`src/rtl/alu_pkg.sv`:
```
// Shared types for the ALU reservation station.
// Holds op codes, widths and the per-entry record.
package alu_pkg;

   localparam int DATA_W = 64;
   localparam int TAG_W  = 5;

   typedef enum logic [2:0] {
      PASS_B = 3'b000,
      ADD    = 3'b010,
      SUB    = 3'b011,
      AND    = 3'b100,
      OR     = 3'b101,
      XOR    = 3'b110
   } alu_op_t;

   typedef struct packed {
      logic              valid;
      alu_op_t           cntrl;
      logic [TAG_W-1:0]  dest_tag;
      logic              a_rdy;
      logic [TAG_W-1:0]  a_tag;
      logic [DATA_W-1:0] a_val;
      logic              b_rdy;
      logic [TAG_W-1:0]  b_tag;
      logic [DATA_W-1:0] b_val;
   } rs_entry_t;

endpackage

```
`src/rtl/rs_entry.sv`:
```
// One reservation-station slot: holds an op and snoops the CDB.
// Ports: clk/reset_n/flush_i, alloc_i+disp_i load, cdb_*_i snoop, clr_i frees, ent_o/rdy_o state.
module rs_entry
   import alu_pkg::*;
(
   input  logic              clk,
   input  logic              reset_n,
   input  logic              flush_i,
   input  logic              alloc_i,
   input  rs_entry_t         disp_i,
   input  logic              cdb_valid_i,
   input  logic [TAG_W-1:0]  cdb_tag_i,
   input  logic [DATA_W-1:0] cdb_val_i,
   input  logic              clr_i,
   output rs_entry_t         ent_o,
   output logic              rdy_o
);

   rs_entry_t e_q, e_d;
   rs_entry_t load;
   logic      hit_a, hit_b;

   assign hit_a = e_q.valid & ~e_q.a_rdy
                & cdb_valid_i & (cdb_tag_i == e_q.a_tag);
   assign hit_b = e_q.valid & ~e_q.b_rdy
                & cdb_valid_i & (cdb_tag_i == e_q.b_tag);

   // Dispatch bypass: an operand arriving on the CDB in the
   // dispatch cycle is captured straight into the new entry.
   always_comb begin
      load = disp_i;
      load.valid = 1'b1;
      if (!disp_i.a_rdy && cdb_valid_i
          && cdb_tag_i == disp_i.a_tag) begin
         load.a_rdy = 1'b1;
         load.a_val = cdb_val_i;
      end
      if (!disp_i.b_rdy && cdb_valid_i
          && cdb_tag_i == disp_i.b_tag) begin
         load.b_rdy = 1'b1;
         load.b_val = cdb_val_i;
      end
   end

   always_comb begin
      e_d = e_q;
      if (hit_a) begin
         e_d.a_rdy = 1'b1;
         e_d.a_val = cdb_val_i;
      end
      if (hit_b) begin
         e_d.b_rdy = 1'b1;
         e_d.b_val = cdb_val_i;
      end
      if (clr_i)
         e_d.valid = 1'b0;
      if (alloc_i)
         e_d = load;
      if (flush_i)
         e_d.valid = 1'b0;
   end

   always_ff @(posedge clk or negedge reset_n) begin
      if (!reset_n)
         e_q <= '0;
      else
         e_q <= e_d;
   end

   assign ent_o = e_q;
   assign rdy_o = e_q.valid & e_q.a_rdy & e_q.b_rdy;

endmodule

```
`src/rtl/alu_reservation_station.sv`:
```
// Reservation station feeding the 64-bit integer ALU.
// Ports: dispatch (disp_*), CDB snoop (cdb_*), issue (iss_*), flush, count.
module alu_reservation_station
   import alu_pkg::*;
#(
   parameter int DEPTH  = 4,
   parameter int TAG_W  = alu_pkg::TAG_W,
   parameter int DATA_W = alu_pkg::DATA_W
) (
   input  logic                     clk,
   input  logic                     reset_n,
   input  logic                     flush,
   input  logic                     disp_valid,
   output logic                     disp_ready,
   input  logic [2:0]               disp_cntrl,
   input  logic [TAG_W-1:0]         disp_dest_tag,
   input  logic                     disp_a_rdy,
   input  logic [DATA_W-1:0]        disp_a_val,
   input  logic [TAG_W-1:0]         disp_a_tag,
   input  logic                     disp_b_rdy,
   input  logic [DATA_W-1:0]        disp_b_val,
   input  logic [TAG_W-1:0]         disp_b_tag,
   input  logic                     cdb_valid,
   input  logic [TAG_W-1:0]         cdb_tag,
   input  logic [DATA_W-1:0]        cdb_val,
   output logic                     iss_valid,
   input  logic                     iss_ready,
   output logic [DATA_W-1:0]        iss_A,
   output logic [DATA_W-1:0]        iss_B,
   output logic [2:0]               iss_cntrl,
   output logic [TAG_W-1:0]         iss_dest_tag,
   output logic [$clog2(DEPTH):0]   count
);

   localparam int CNT_W = $clog2(DEPTH) + 1;
   localparam int IDX_W = (DEPTH > 1) ? $clog2(DEPTH) : 1;

   rs_entry_t             ents [DEPTH];
   logic [DEPTH-1:0]      vld, rdy;
   logic [DEPTH-1:0]      alloc_oh, clr_oh;
   logic [IDX_W-1:0]      sel;
   logic                  disp_fire, iss_fire;
   rs_entry_t             disp_e;
   logic [CNT_W-1:0]      count_q, count_d;

   always_comb begin
      disp_e          = '0;
      disp_e.cntrl    = alu_op_t'(disp_cntrl);
      disp_e.dest_tag = disp_dest_tag;
      disp_e.a_rdy    = disp_a_rdy;
      disp_e.a_tag    = disp_a_tag;
      disp_e.a_val    = disp_a_val;
      disp_e.b_rdy    = disp_b_rdy;
      disp_e.b_tag    = disp_b_tag;
      disp_e.b_val    = disp_b_val;
   end

   // Full-ness comes from registered valids only, so a slot
   // freed by this cycle's issue is not reused until next cycle.
   assign disp_ready = ~&vld;
   assign disp_fire  = disp_valid & disp_ready & ~flush;

   always_comb begin
      alloc_oh = '0;
      for (int i = DEPTH - 1; i >= 0; i--)
         if (!vld[i]) alloc_oh = DEPTH'(1) << i;
   end

   always_comb begin
      sel = '0;
      for (int i = DEPTH - 1; i >= 0; i--)
         if (rdy[i]) sel = IDX_W'(i);
   end

   assign iss_valid = |rdy;
   assign iss_fire  = iss_valid & iss_ready;

   always_comb begin
      clr_oh = '0;
      if (iss_fire) clr_oh[sel] = 1'b1;
   end

   for (genvar g = 0; g < DEPTH; g++) begin : g_ent
      rs_entry u_ent (
         .clk         (clk),
         .reset_n     (reset_n),
         .flush_i     (flush),
         .alloc_i     (alloc_oh[g] & disp_fire),
         .disp_i      (disp_e),
         .cdb_valid_i (cdb_valid),
         .cdb_tag_i   (cdb_tag),
         .cdb_val_i   (cdb_val),
         .clr_i       (clr_oh[g]),
         .ent_o       (ents[g]),
         .rdy_o       (rdy[g])
      );
      assign vld[g] = ents[g].valid;
   end

   always_comb begin
      iss_A        = '0;
      iss_B        = '0;
      iss_cntrl    = '0;
      iss_dest_tag = '0;
      if (iss_valid) begin
         iss_A        = ents[sel].a_val;
         iss_B        = ents[sel].b_val;
         iss_cntrl    = ents[sel].cntrl;
         iss_dest_tag = ents[sel].dest_tag;
      end
   end

   always_comb begin
      count_d = count_q + CNT_W'(disp_fire) - CNT_W'(iss_fire);
      if (flush) count_d = '0;
   end

   always_ff @(posedge clk or negedge reset_n) begin
      if (!reset_n)
         count_q <= '0;
      else
         count_q <= count_d;
   end

   assign count = count_q;

endmodule

```
`config.mk`:
```
export PLATFORM = sky130hd
export DESIGN_NAME = alu_reservation_station
export DESIGN_NICKNAME = d
export VERILOG_FILES = /design/src/rtl/alu_pkg.sv /design/src/rtl/rs_entry.sv /design/src/rtl/alu_reservation_station.sv
export SDC_FILE = /design/constraint.sdc
export NUM_CORES = 2
export LEC_CHECK = 0
export ABC_AREA = 1
export CORE_UTILIZATION = 46
export CTS_CLUSTER_DIAMETER = 50
export DETAILED_ROUTE_END_ITERATION = 12
export HOLD_SLACK_MARGIN = 0.1
export PLACE_DENSITY = 0.78
export REMOVE_ABC_BUFFERS = 1
export SLEW_MARGIN = 30
export SYNTH_ARGS = -nofsm -noshare
export SYNTH_HDL_FRONTEND = slang
export SYNTH_HIERARCHICAL = 1
export SYNTH_SLANG_ARGS = --single-unit
```
`constraint.sdc`:
```
create_clock -name clk -period 4.7 [get_ports clk]
set_input_delay 0.94 -clock clk [delete_from_list [all_inputs] [get_ports clk]]
set_output_delay 0.94 -clock clk [all_outputs]
set_load 0.02 [all_outputs]
```
==> qor.txt <==
status: complete, no violations
cts bufs inserted: 86
Post-Syn Area: 39300 um2
Clock Sinks: 599
Power Density: 353 nW/um2
final hold viol count: 0
switch share: 30.3%
Psw: 4.98 mW
Lkg Pwr: 24.9 nW
Max Cap Violations: 0
GR Util All Layers: 37.1%
Post-Layout Cell Count: 7210
most frequent cells in the layout: nand3_1 (2204), nand2_1 (1221), inv_1 (995)
row cnt: 106
met1 Use GR: 46.7%
First DRT Iteration DRCs: 6227
worst setup path start: g_ent[1].u_ent/ent_o[148]
Final nets: 6227
share of cells above drive strength 1: 7.28%
Min-Delay Path Class: input port to asynchronous set/reset pin
via count: 43600
Power Internal: 11.5 mW
minimum clock period: 4.65 ns
share of power burned in registers: 38.9%
Worst Clk Skew: 0.0284 ns
Layout area overhead: 18.8%
Slew HR: 35.5%
H-tree depth: 3
Combinational Power Share: 19.1%
Final ANT Viol Nets: 0
maximum vdd ir drop: 0.000274 V
die width: 294 um
Slew Limit Fails: 0
Clock transition at path regs: 0.05 ns
DR vias/cell: 6.04
post-detail-place hpwl: 93.5 mm
grt total ovfl: 0
fill cell count: 7944
die footprint: 86700 um2
WL/cell: 22.6 um
Core ar.: 84100 um2
M2 GR Usage: 57.2%
achievable frequency: 215 MHz
initial antenna violation count: 11
Placer Congestion: 0.913
Arr. time, crit path: 3.71 ns
PortBufs: 363
reg2reg start: g_ent[0].u_ent/ent_o[148]
fin crit share: 99.0%
largest net degree at the start of global routing: 126
dpl cells: 7042
drt drc: 0
syn_area_per_cell: 6.68 um2
final setup violating endpoints: 0
Clock Root Buffer: clkbuf_16
WL final: 163 mm
pin slew with the least headroom to its limit: 0.968 ns
Crit. End Element: output port
Initial Util: 46.8%
Critical Path Fanout Max: 71
Worst-Skew Late Latency: 0.64 ns
most common cell after layout, fill and taps aside: nand3_1
vias in the first global route: 42200
first-pass GRT wire length: 248 mm
CTS tree: done
CP startpoint kind: register
setup TNS: 0 ns
Syn Inst Count: 5888
clock power share: 42.0%
Yosys warning count: 6
Boundary Pins: 364
met3 usage: 9.87%
Max Buffers Root-to-Sink: 3
chip height: 294 um
First-pass DRT Iterations: 7
layer with the highest usage: met2
Critical Path RT: 3.76 ns
final core utilization: 55.6%
critical path type: register to output port
-- stage by stage --
| stage | hold WS [ns] | instance area [um2] | worst slack [ns] | power (mW) |
|---|---|---|---|---|
| floorplan | 0.442 | 36700 | -14.54 | 8.24 |
| global placement | 0.454 | 43500 | 0.631 | 9.41 |
| global route | 0.412 | 46700 | -0.0224 | 17.1 |
| detailed placement | 0.458 | 43500 | 0.628 | 9.54 |
| CTS | 0.393 | 46600 | 0.00683 | 16.4 |
| finish | 0.378 | 46700 | 0.0476 | 16.5 |
-- worst max-delay path, cell delays in order, from the launching register on --
cell	delay, ns
dfrtp_1	0.51
nand2_1	0.14
nor2_4	0.30
nor2_4	0.13
o21ai_4	0.22
buf_12	0.42
nand3_1	0.14
a21oi_1	0.41
clkdlybuf4s50_1	0.70
-- per-layer routing --
metal,up-vias,wire (um)
met1,20200,58400
met5,-,83
met4,14,9760
met2,3526,72100
li1,19000,-
met3,760,22600
-- flip-flops by register name, indices dropped and copies added, names as in the netlist --
signal             cells
count                  3
g_ent.u_ent/ent_o    596
-- power groups by stage --
stage | logic, mW | registers, mW | clock network [mW]
after floorplan | 1.86 | 6.37 | 0
after global placement | 2.97 | 6.44 | 0
after detailed placement | 3.07 | 6.47 | 0
after CTS | 3.10 | 6.39 | 6.95
after global routing | 3.49 | 6.50 | 7.15
final | 3.15 | 6.40 | 6.92
-- area by class of cell --
cell class | count | area, um2 | share of cell area, %
multi-input combinational | 3787 | 18100 | 38.7
sequential | 599 | 15000 | 32.1
timing repair buffer | 489 | 5230 | 11.2
inverter | 1038 | 3920 | 8.40
clock buffer | 119 | 2550 | 5.46
tap | 1134 | 1420 | 3.04
clock inverter | 38 | 494 | 1.06
antenna | 6 | 15.0 | 0.0321
-- final timing paths --
check	end	cells after the start	slack (ns)
max in group asynchronous	g_ent[3].u_ent/ent_o[118]	3	3.09
min	g_ent[1].u_ent/ent_o[14]	1	0.38
min in group clk	g_ent[0].u_ent/ent_o[141]	2	0.47
min reg2reg	g_ent[0].u_ent/ent_o[141]	2	0.47
max	iss_B[9]	8	0.05
max reg2reg	g_ent[3].u_ent/ent_o[113]	8	1.54
-- what timing repair did --
action,in CTS,in global routing
setup buffers,0,4
hold buffers,0,0
resized for setup,2,5
setup endpoints to repair,30,68
pin swaps,0,1
(Power assumes the default switching activity.)
